==> src/rtl/multicycle_control.sv <==
// Multi-cycle RV32 control FSM: FETCH -> DECODE -> EXEC -> (MEM) -> (WB) -> FETCH, sticky TRAP.
// Define MULDIV_EN to decode funct7=0000001 multiply/divide ops that hold EXEC until AluDone.
module multicycle_control #(
  parameter int unsigned MEM_TIMEOUT = 15,
  parameter int unsigned ALUSEL_W    = 4
) (
  input  logic                CLK,
  input  logic                RSTn,
  input  logic [31:0]         Instr,
  input  logic                InstrValid,
  input  logic                MemReady,
  input  logic                BrEq,
  input  logic                BrLT,
  input  logic                AluDone,
  output logic                PCSel,
  output logic                PCWrite,
  output logic                IRWrite,
  output logic                BrUn,
  output logic                ASel,
  output logic                BSel,
  output logic                MemReq,
  output logic                MemRW,
  output logic                RegWEn,
  output logic [2:0]          ImmSel,
  output logic [ALUSEL_W-1:0] ALUSel,
  output logic [1:0]          WBSel,
  output logic                Trap,
  output logic [2:0]          State
);

  typedef enum logic [2:0] {
    FETCH  = 3'b000,
    DECODE = 3'b001,
    EXEC   = 3'b010,
    MEM    = 3'b011,
    WB     = 3'b100,
    TRAP   = 3'b111
  } state_t;

  typedef enum logic [2:0] {
    K_ALU_R,
    K_ALU_I,
    K_LOAD,
    K_STORE,
    K_BRANCH,
    K_JALR,
    K_MULDIV,
    K_ILLEGAL
  } kind_t;

  localparam logic [7:0] TIMEOUT_CNT = 8'(MEM_TIMEOUT);

  state_t      state;
  logic [31:0] ir;
  logic [7:0]  wait_cnt;
  kind_t       kind;
  logic [3:0]  alu_code;
  logic [3:0]  alu4;
  logic        taken;
  logic        alu_done;
  logic        unused_ok;

  logic [6:0] opcode;
  logic [2:0] funct3;
  logic [6:0] funct7;

  assign opcode = ir[6:0];
  assign funct3 = ir[14:12];
  assign funct7 = ir[31:25];

`ifdef MULDIV_EN
  assign alu_done  = AluDone;
  assign unused_ok = &{1'b0, ir[24:15], ir[11:7]};
`else
  assign alu_done  = 1'b0;
  assign unused_ok = &{1'b0, ir[24:15], ir[11:7], AluDone};
`endif

  function automatic logic [3:0] base_alu(input logic [2:0] f3);
    logic [3:0] code;
    case (f3)
      3'b000:  code = 4'b0001; // add
      3'b001:  code = 4'b0111; // sll
      3'b010:  code = 4'b1000; // slt
      3'b011:  code = 4'b1111; // sltu
      3'b100:  code = 4'b0100; // xor
      3'b101:  code = 4'b0101; // srl
      3'b110:  code = 4'b0011; // or
      default: code = 4'b0010; // and
    endcase
    return code;
  endfunction

  always_comb begin
    kind     = K_ILLEGAL;
    alu_code = 4'b0001;
    case (opcode)
      7'b0110011: begin
        if (funct7 == 7'b0000000) begin
          kind     = K_ALU_R;
          alu_code = base_alu(funct3);
        end else if (funct7 == 7'b0100000) begin
          if (funct3 == 3'b000) begin
            kind     = K_ALU_R;
            alu_code = 4'b1101;
          end else if (funct3 == 3'b101) begin
            kind     = K_ALU_R;
            alu_code = 4'b0110;
          end
        end
`ifdef MULDIV_EN
        else if (funct7 == 7'b0000001) begin
          case (funct3)
            3'b000: begin kind = K_MULDIV; alu_code = 4'b1001; end
            3'b100: begin kind = K_MULDIV; alu_code = 4'b1010; end
            3'b101: begin kind = K_MULDIV; alu_code = 4'b1011; end
            3'b110: begin kind = K_MULDIV; alu_code = 4'b1100; end
            3'b111: begin kind = K_MULDIV; alu_code = 4'b1110; end
            default: ;
          endcase
        end
`endif
      end
      7'b0010011: begin
        kind     = K_ALU_I;
        // srai is distinguished by IR[30]; addi has no subtract form
        alu_code = (funct3 == 3'b101 && ir[30]) ? 4'b0110 : base_alu(funct3);
      end
      7'b0000011: kind = K_LOAD;
      7'b0100011: kind = K_STORE;
      7'b1100011: kind = (funct3 == 3'b010 || funct3 == 3'b011) ? K_ILLEGAL : K_BRANCH;
      7'b1100111: kind = K_JALR;
      default:    kind = K_ILLEGAL;
    endcase
  end

  // funct3[0] inverts the sense; funct3[2] chooses less-than over equality
  assign taken = funct3[2] ? (BrLT ^ funct3[0]) : (BrEq ^ funct3[0]);

  always_ff @(posedge CLK or negedge RSTn) begin
    if (!RSTn) begin
      state    <= FETCH;
      ir       <= 32'h0000_0013;
      wait_cnt <= '0;
    end else begin
      case (state)
        FETCH: begin
          if (InstrValid) begin
            ir    <= Instr;
            state <= DECODE;
          end
        end
        DECODE: state <= (kind == K_ILLEGAL) ? TRAP : EXEC;
        EXEC: begin
          case (kind)
            K_LOAD, K_STORE: begin
              wait_cnt <= '0;
              state    <= MEM;
            end
            K_BRANCH:  state <= FETCH;
            K_MULDIV:  if (alu_done) state <= WB;
            K_ILLEGAL: state <= TRAP;
            default:   state <= WB;
          endcase
        end
        MEM: begin
          if (MemReady) begin
            state <= (kind == K_STORE) ? FETCH : WB;
          end else if (wait_cnt == TIMEOUT_CNT) begin
            state <= TRAP;
          end else begin
            wait_cnt <= wait_cnt + 8'd1;
          end
        end
        WB:      state <= FETCH;
        TRAP:    state <= TRAP;
        default: state <= TRAP;
      endcase
    end
  end

  always_comb begin
    PCSel   = 1'b0;
    PCWrite = 1'b0;
    IRWrite = 1'b0;
    BrUn    = 1'b0;
    ASel    = 1'b0;
    BSel    = 1'b0;
    MemReq  = 1'b0;
    MemRW   = 1'b0;
    RegWEn  = 1'b0;
    ImmSel  = 3'b000;
    alu4    = 4'b0000;
    WBSel   = 2'b00;
    case (state)
      FETCH: IRWrite = InstrValid;
      EXEC: begin
        case (kind)
          K_ALU_R, K_MULDIV: begin
            ASel = 1'b1;
            BSel = 1'b1;
            alu4 = alu_code;
          end
          K_ALU_I: begin
            ASel = 1'b1;
            alu4 = alu_code;
          end
          K_LOAD, K_JALR: begin
            ASel = 1'b1;
            alu4 = 4'b0001;
          end
          K_STORE: begin
            ASel   = 1'b1;
            ImmSel = 3'b010;
            alu4   = 4'b0001;
          end
          K_BRANCH: begin
            ImmSel  = 3'b101;
            BrUn    = funct3[1];
            alu4    = 4'b0001;
            PCWrite = 1'b1;
            PCSel   = taken;
          end
          default: ;
        endcase
      end
      MEM: begin
        MemReq = 1'b1;
        MemRW  = (kind == K_STORE);
        if (MemReady && kind == K_STORE) PCWrite = 1'b1;
      end
      WB: begin
        RegWEn  = 1'b1;
        PCWrite = 1'b1;
        if (kind == K_LOAD) begin
          WBSel = 2'b00;
        end else if (kind == K_JALR) begin
          WBSel = 2'b10;
          PCSel = 1'b1;
        end else begin
          WBSel = 2'b01;
        end
      end
      default: ;
    endcase
  end

  assign ALUSel = ALUSEL_W'(alu4);
  assign Trap   = (state == TRAP);
  assign State  = state;

endmodule

==> config.mk <==
export PLATFORM = sky130hd
export DESIGN_NAME = multicycle_control
export DESIGN_NICKNAME = d
export VERILOG_FILES = /design/src/rtl/multicycle_control.sv
export SDC_FILE = /design/constraint.sdc
export NUM_CORES = 1
export LEC_CHECK = 0
export CORE_MARGIN = 8
export CORE_UTILIZATION = 48
export CTS_CLUSTER_SIZE = 24
export DETAILED_ROUTE_END_ITERATION = 8
export PLACE_DENSITY = 0.87
export REMOVE_ABC_BUFFERS = 1
export SYNTH_ARGS = -nofsm -noshare
export SYNTH_HDL_FRONTEND = slang
export SYNTH_SLANG_ARGS = --single-unit
==> constraint.sdc <==
create_clock -name CLK -period 3.2 [get_ports CLK]
set_input_delay 0.48 -clock CLK [delete_from_list [all_inputs] [get_ports CLK]]
set_output_delay 0.48 -clock CLK [all_outputs]
set_load 0.02 [all_outputs]
==> Word level (Yosys, flattened, before mapping) <==
Index checks and enable logic that the tools add are counted.
{ "classes": {"n_addsub": 1, "n_eq_ne": 32, "muxes": 49, "n_bitwise": 2, "reduce_logical": 16} }
{ "op_table": {"columns": ["operator", "count"], "rows": [
  ["two-way mux 3 bit", 11],
  ["one-hot mux 4 bit (7 select lines)", 1],
  ["equality test 3 bit, second input constant", 9],
  ["two-way mux 8 bit", 3],
  ["equality test 7 x 6 -> 1 bit, second input constant", 3],
  ["two-way mux 4 bit", 5],
  ["equality test 3 x 2 -> 1 bit, second input constant", 6],
  ["one-hot mux 3 bit (6 select lines)", 1],
  ["two-way mux 1 bit", 16],
  ["one-hot mux 4 bit (2 select lines)", 2],
  ["one-hot mux 8 bit (2 select lines)", 1],
  ["one-hot mux 3 bit (5 select lines)", 1],
  ["equality test 7 bit, second input constant", 2],
  ["one-hot mux 3 bit (4 select lines)", 1],
  ["equality test 3 x 1 -> 1 bit, second input constant", 3],
  ["zero test 3 bit", 3],
  ["adder 8 x 1 -> 8 bit, second input constant", 1],
  ["equality test 8 x 4 -> 1 bit, second input constant", 1],
  ["two-way mux 2 bit", 4],
  ["!= test 2 bit, second input constant", 4],
  ["equality test 7 x 2 -> 1 bit, second input constant", 1],
  ["equality test 7 x 5 -> 1 bit, second input constant", 1],
  ["zero test 7 bit", 1],
  ["one-hot mux 3 bit (2 select lines)", 1],
  ["other kinds (15)", 18]
]} }
{ "word_totals": {"register_bits": 43, "inputBits": 39, "out_inout_bits": 22, "wordCells": 103} }

==> Logic depth before layout (Yosys ltp) <==
{ "depth": {"ltp_word": 10, "depth_mapped": 7, "ltp_nobuf": 6} }

==> Worst setup path before layout <==
No wires, ideal clock.
{ "synth_path": {"path_kind": "register to output", "startpoint": "reg state[2] (netlist: State[2])", "endpoint": "out BSel", "arrival_ns": 2.015, "t_required_ns": 2.720, "path_slack_ns": 0.705, "path_stages_with_launch": 6, "n_path_buf": 2, "path_cell_list": "dfrtp_1 > clkbuf_1 > or3b_1 > clkbuf_1 > or2_1 > nor3b_1"} }
{ "synth_via": {"elab_chain_cells": 2} }
{ "synth_rtl": {"columns": ["item", "line", "rtl"], "rows": [
  ["start: declaration", "53", "state_t state;"],
  ["start signal: assignment", "153", "DECODE: state <= (kind == K_ILLEGAL) ? TRAP : EXEC;"],
  ["start signal: assignment", "168", "state <= (kind == K_STORE) ? FETCH : WB;"],
  ["equality test 3 x 2 -> 1 bit", "195", "case (state)"],
  ["two-way mux 1 bit", "195", null],
  ["end: declaration", "20", "output logic BSel,"]
]} }
No other way between the ends.

==> Worst setup path after layout <==
{ "layout_path": {"startpoint": "reg ir[1]", "endpoint": "out ALUSel[3]"} }
{ "layout_via": {"elab_chain_cells": 6, "elab_cells_between_ends": 19, "classes_between": "eq/ne (12); mux (4); reduce/logical (3)"} }
{ "layout_rtl": {"columns": ["item", "line", "rtl"], "rows": [
  ["start: declaration", "54", "logic [31:0] ir;"],
  ["start signal: assignment", "149", "ir <= Instr;"],
  ["equality test 7 bit (tied with other cells)", "97", "case (opcode)"],
  ["one-hot mux 3 bit (6 select lines)", "97", null],
  ["equality test 3 x 2 -> 1 bit (tied with other cells)", "198", "case (kind)"],
  ["OR reduction 4 bit (no source line) / OR reduction 3 bit (equally long branches)", null, null],
  ["one-hot mux 4 bit (2 select lines) (*)", "198", null],
  ["two-way mux 4 bit (*)", "195", null],
  ["end: declaration", "25", "output logic [ALUSEL_W-1:0] ALUSel,"]
]} }
Mark *: on every way between the ends. The rest lies on a longest branch, timed or not.

==> impl_metrics.tcl <==
set metrics [dict create \
    p_per_area_nw_per_um2 318.3 \
    yosys.area.top_type "dfrtp_1" \
    worstSetupPathType "flip-flop to output pin" \
    syn_area_um2 1662 \
    die_area_um2 5600 \
    cp.required_ns 2.72 \
    rows 21 \
    globalRouteTotalUtil 0.1358 \
    cts_tree "done" \
    final_util 0.6727 \
    fmax_ghz 0.3228 \
    tightest_slew_ns 0.5679 \
    status "complete, no violations" \
    antenna_found_initial 0 \
    worst_path_largest_cell_delay_ns 0.64 \
    finalSetupTns_ns 0 \
    nNetsFinal 266 \
    finalCritPeriodShare 0.9680 \
    worst_setup_path_end_kind "output pin" \
    p_leak_nw 0.9696 \
    setup_viol 0 \
    cts_buffers 3 \
    drive_gt1_frac 0.1022 \
    clock_path_buffers 2 \
    wl_per_cell_um 14.28 \
    place_congestion 0.8746 \
    syn_to_final_growth_pct 35.09 \
    ys.flop_type "dfrtp_1" \
    vias_per_cell 5.421 \
    root_buffer "clkbuf_4" \
    hold_class "input pin to async pin" \
    slew_headroom 0.6214 \
    min_period_ns 3.098 \
    ys_async_sr_fraction 1.000 \
    dieHeight_um 74.84 \
    core-area_um2 3337 \
    synthTopCellsByArea "dfrtp_1 38%, mux2_1 10%, nor2_1 5.4%" \
    cp_num_buf_inv 1 \
    arrival_ns 2.62 \
    ys_types 46 \
    netlist_instances 180 \
    drt_first_iter_violations 107 \
    grt_pass1_vias 1341 \
    place_inst 266 \
    crit_fanout 5 \
    numPortBuffers 44 \
    hold_violations 0 \
    dp_hpwl_mm 2.973 \
    power.total_mw 0.7145 \
    post-synth-top-count-cell "dfrtp_1" \
    route.detailed.drc 0 \
    irDropWorstVdd_mv 0.2399 \
    h-tree-depth 1 \
    drt-pass1-iter-count 4 \
    fillCellCount 286 \
    synthTopCellsByCount "25 x dfrtp_1, 24 x nor2_1, 20 x nand2_1" \
    synth_top_area_share 0.3765 \
    synth.avg_cell_area_um2 9.231 \
    maxCapViolCount 0 \
    n_antenna_cell 0 \
    path_cells "nand4bb_1 > nor2_2 > nand2_1 > or2_1 > nor3_1 > clkdlybuf4s50_1" \
    io_pins 61 \
    synth_edf_count 0 \
    grt_max_degree 29 \
    path_clk_slew_ns 0.15 \
    fin_skew_ns 0.003190 \
    cpMaxStageDelayCell "clkdlybuf4s50_1" \
    die_x_um 74.84 \
    drt_wl_total_mm 3.870 \
    drv_slew 0 \
    grt_pass1_wl_mm 6.058 \
    final_cell_count_no_fill 271 \
    antenna_left 0 \
    clock_latency_ns 0.32 \
    vias 1469 \
    cp_top_family "simple AND/OR/NAND/NOR gates" \
    initial_core_util 0.4979 \
    place_area_um2 2167 \
    gr-total-overflow 0 \
    fin_area_um2 2245 \
    ys_seq_area_frac 0.4239 \
    cts.sinks 28 \
    cts_hold_buf 0 \
    ys_warn_count 0 \
    worstSetupStartpointType "flip-flop" \
    synth-seq-cells 28 \
]
-- placed cells by master (no fill, tap or decap), drive strengths merged, types with 2 or more instances in the layout --
cell type / instances
nand4: 3
inv: 5
dlymetal6s2s: 3
nor4: 3
nand2b: 3
a21oi: 6
buf: 8
xor2: 6
o21ai: 13
a31o: 2
mux2i: 2
a41oi: 2
clkdlybuf4s50: 41
mux2: 15
nor2: 25
clkbuf: 3
nand3: 4
dfstp: 3
dfrtp: 25
and3: 4
nand2: 20
or3: 3
nor3: 5
-- power by group --
part / internal (mW) / switching [mW]
sequential: 0.374 / 0.0191
clock: 0.127 / 0.105
combinational: 0.0513 / 0.0388
total: 0.552 / 0.163
-- what timing repair did --
| action | CTS | global route |
|---|---|---|
| resized for setup | 0 | 6 |
| setup buffers | 0 | 1 |
| endpoints found under the setup margin | 0 | 7 |
-- area by class of cell --
type | count | area [um^2] | area share
Sequential cell | 28 | 704.4 | 0.3138
Inverter | 5 | 18.77 | 0.008361
Tap cell | 46 | 57.56 | 0.02564
Timing Repair Buffer | 52 | 508.0 | 0.2263
Clock buffer | 3 | 22.52 | 0.01003
Multi-Input combinational cell | 136 | 903.4 | 0.4025
Clock inverter | 1 | 30.03 | 0.01338
-- kinds of logic (layout without fill, tap and decap cells) --
kind of cell	after synthesis	in the layout	share of synthesized area
buffers and inverters	16	61	0.04142
AO/OA/AOI/OAI	36	36	0.1582
adder cells (fa/ha/maj)	1	1	0.007529
AND/OR/NAND/NOR	75	75	0.2184
multiplexers	17	17	0.1137
XOR/XNOR	7	7	0.03690
flip-flops	28	28	0.4239
-- stage by stage --
step                hold WS [ns]  setup slack [ns]
floorplan                 0.1844            0.2061
global placement          0.4706            0.4164
detailed placement        0.4809            0.4126
CTS                       0.5084           0.01906
global route              0.5160         -0.006610
finish                    0.5075            0.1025
-- state kept, by name, summed over array words and instances (netlist names) --
register,flops
wait_cnt,8
State,3
ir,17
-- final timing paths --
kind	start	end	slack, ns	cells after the start
max in group asynchronous	RSTn	ir[1]$_DFFE_PN1P_	2.39	2
worst max register to register	wait_cnt[0]$_DFFE_PN0P_	wait_cnt[7]$_DFFE_PN0P_	0.93	6
worst min-delay path	RSTn	ir[6]$_DFFE_PN0P_	0.51	2
min in group CLK	ir[26]$_DFFE_PN0P_	ir[26]$_DFFE_PN0P_	0.51	1
worst min register to register	ir[26]$_DFFE_PN0P_	ir[26]$_DFFE_PN0P_	0.51	1
worst max-delay path	ir[1]$_DFFE_PN1P_	ALUSel[3]	0.10	6
-- metal layers --
layer  routed length, um  vias to the layer above  global-route usage
li1                    -                      727                   -
met5                   0                        -                   0
met3                 283                        4             0.02130
met4                  51                        0             0.05652
met1                1715                      686              0.1810
met2                1819                       52              0.2121
Power figures use the tool's default switching activity.
==> patch 1 (same flow settings) <==
The option `MULDIV_EN` is turned on by a define.
--- a/src/rtl/multicycle_control.sv
+++ b/src/rtl/multicycle_control.sv
@@ -1,4 +1,6 @@
 // Multi-cycle RV32 control FSM: FETCH -> DECODE -> EXEC -> (MEM) -> (WB) -> FETCH, sticky TRAP.
 // Define MULDIV_EN to decode funct7=0000001 multiply/divide ops that hold EXEC until AluDone.
+`define MULDIV_EN
+
 module multicycle_control #(
   parameter int unsigned MEM_TIMEOUT = 15,
Function: changed (Yosys sat finds a counterexample within 4 cycles, from zero or initial values and one cycle with RSTn low).
==> patch 1 against the original RTL <==
- synthesized area grew 20%
- sequential share of layout area shrank 4.4 points
- largest power group unchanged
- setup slack gained 0.021 ns
- total power grew 11%
- clock power grew 19%
- final area grew 16%
- sequential cell count is the same
- wire length grew 23%
- register-to-register slack gained 0.28 ns
==> patch 1: results (changes against the original RTL) <==
Post-Syn Area per Cell 9.29 um^2 (+0.62%); Clock buf/inv share 2.73% (+0.39 points); worst setup path endpoint ASel; initial DRC count 226 (+110%); Ant. Diodes 0 (unchanged); GP Congestion 0.947 (+8.2%); area taken by multi-input logic gates 0.00122 mm^2 (+35%); Final non-clock buffer share 19.6% (-3.0 points); Cell Pwr Density 304 mW/mm^2 (-4.6%); first-pass GRT wire length 8010 um (+32%); vias in the first global route 1748 (+30%); GR Util met1 19.9% (+1.8 points); final WL 4760 um (+23%); min Tclk post-route 3.08 ns (-0.0212 ns); Tot GR Track Use 15.2% (+1.6 points); Detail Route met3 WL 341 um (+20%); Placed Instance Area 0.00251 mm^2 (+16%); layout cells sized above 1 21.2% (+11 points); fraction of area in multi-input gates 46.8% (+6.6 points); Max-slew headroom 65.8% (+3.7 points); Switching Fraction 23.5% (+0.71 points); class of the worst hold path flop to flop; Clock power frac 34.9% (+2.5 points); met3 GRT Util 2.23% (+0.10 points); WP data arrival 2.60 ns (-0.02 ns); Post-DP HPWL 3690 um (+24%); Max rail drop VDD 219 uV (-8.5%); top sig layer met4; Multi-input comb cells 165 (+21%); reg2reg end State[0]; Port Buffer Count 45 (+2.3%); post-synthesis sequential area ratio 35.3% (-7.1 points); R2R setup slack 1.21 ns (+0.28 ns); routed wl met2 2240 um (+23%); DR vias 1790 (+22%); placed cell count 305 (+15%); Setup WS pre-CTS 0.235 ns (-0.178 ns); Hold Worst Slack 0.537 ns (+0.0298 ns); Vias/cell 5.79 (+6.9%); Distinct cells, synth 59 (+28%); Layout Nets 300 (+13%); Post-synth top cells dfrtp_1, nor2_1, nand2_1; Clk Tree Root Cell clkbuf_8; met2 usage 24.8% (+3.6 points); crit path launch ir[28]; status completed
[patch 1: cell types whose count changed in the layout (fill, tap and decap cells not counted), sizes merged, moves of 5 or more]
cell	change
inv	+5
nor2	-5
nor3	+5
nand2b	+5
[patch 1: cells by family (layout without fill, tap and decap cells)]
family	count (synthesis)	count (layout)	synth area share, %
multiplexers	16	16	8.83
XOR/XNOR	7	7	3.07
AO/OA/AOI/OAI	50	50	19.5
buffers and inverters	22	66	4.82
AND/OR/NAND/NOR	91	91	27.8
adder cells (fa/ha/maj)	1	1	0.626
flip-flops	28	28	35.3
[patch 1: critical path, stage by stage, from the launching register on]
cell and delay, ns:
dfrtp_1 0.40, or3_4 0.41, nand2b_4 0.16, o311a_4 0.34
nand2b_1 0.16, a32oi_1 0.23, nor2_1 0.05, clkdlybuf4s50_1 0.56
[patch 1: repair_timing]
item	CTS	global route
gates resized for setup	1	8
buffers inserted	0	0
endpoints found under the hold margin	0	0
setup endpoints to repair	1	6
==> patch 2 (same settings) <==
Without the edit above. Reset style: synchronous (`RSTn`), changed in one clocked block.
--- a/src/rtl/multicycle_control.sv
+++ b/src/rtl/multicycle_control.sv
@@ -138,5 +138,5 @@
   assign taken = funct3[2] ? (BrLT ^ funct3[0]) : (BrEq ^ funct3[0]);
 
-  always_ff @(posedge CLK or negedge RSTn) begin
+  always_ff @(posedge CLK) begin
     if (!RSTn) begin
       state    <= FETCH;
Formal check against the unedited RTL: differs if RSTn is asserted again (counterexample within 4 cycles, from zero or initial values and one cycle with RSTn low); with RSTn held inactive, the same outputs for 10 cycles.
==> patch 2 against the original RTL <==
- final area is 4.6% higher
- critical path depth unchanged
- global-route usage up 2.6 points
- largest cell class unchanged
- via count grew 23%
- wire length is 23% higher
- utilization down 2.7 points
- setup slack better by 0.071 ns
- first-iteration DRC count grew 96%
- sequential cell count is the same
- synthesized area increased by 9.0%
Power is not compared: it rests on default switching activity, and its combinational part moved more than twofold at a synthesized area within 25%.
==> patch 2: results (changes against the original RTL) <==
status completed; Vias/cell 5.50 (+1.5%); R2R setup slack 1.32 ns (+0.39 ns); met3 GRT Util 2.88% (+0.75 points); biggest area consumer among synthesized cells dfxtp_1; Setup WS pre-CTS 0.350 ns (-0.0624 ns); ys async rst share 0% (-100 points); Clock Skew 0.00257 ns (-0.000620 ns); routed wl met2 2310 um (+27%); reg2reg end wait_cnt[4]; GP Congestion 0.878 (+0.39%); Worst R2R Path Depth 7 (+1); crit path launch ir[27]; met1 WL 2120 um (+24%); Post-Syn Area per Cell 7.55 um^2 (-18%); placed cell count 325 (+22%); Reg clk slew, reported paths 0.09 ns (-0.06 ns); Post-synth top cells nand2_1, dfxtp_1, nor2_1; clk_lat worst skew 0.27 ns (-0.05 ns); layout cells sized above 1 8.93% (-1.3 points); post-synthesis sequential area ratio 30.9% (-11 points); Crit Path Max Fanout 4 (-1); vias in the first global route 1713 (+28%); Clk Tree Root Cell clkbuf_8; synth top area cells dfxtp_1, nand2_1, a21boi_1, nor2_1, nand3b_1; Detail Route met3 WL 197 um (-30%); Critical R2R Launch wait_cnt[1]; initial DRC count 210 (+96%); Layout Nets 322 (+21%); WP data arrival 2.55 ns (-0.07 ns); crit-path leading delay family compound AO/OA/AOI/OAI gates; Post-DP HPWL 3530 um (+19%)
[patch 2: changes by cell type after synthesis, sizes merged, moves of 5 or more]
cell and delta:
a21boi +14, buf +5, dfrtp -25, dfxtp +28, mux2 -15, nand2 +28
nand3b +7, nor2 -6
[patch 2: cells by family (layout without fill, tap and decap cells)]
group | count (synthesis) | in the layout | synth area share (%)
xor+xnor | 8 | 8 | 4.28
mux | 2 | 2 | 1.11
simple gates | 116 | 116 | 33.3
fa+ha+maj | 1 | 1 | 0.690
flops | 28 | 28 | 30.9
buf+inv | 24 | 64 | 6.15
compound gates | 61 | 61 | 23.5
[patch 2: cell type report]
type	instances	area [um^2]
inverter	9	33.8
timing repair buffer	52	508
multi-input combinational	188	1140
fill	332	1290
sequential	28	562
tap	48	60.1
clock buffer	3	41.3
[patch 2: worst reg2reg max path, cell delays in order, from the launching register on]
cell and delay (ns):
dfxtp_1 0.37, ha_1 0.25, and3_1 0.20, a211o_1 0.39, o21ai_2 0.18, nand4_1 0.16, xor2_1 0.15, nor2_1 0.05
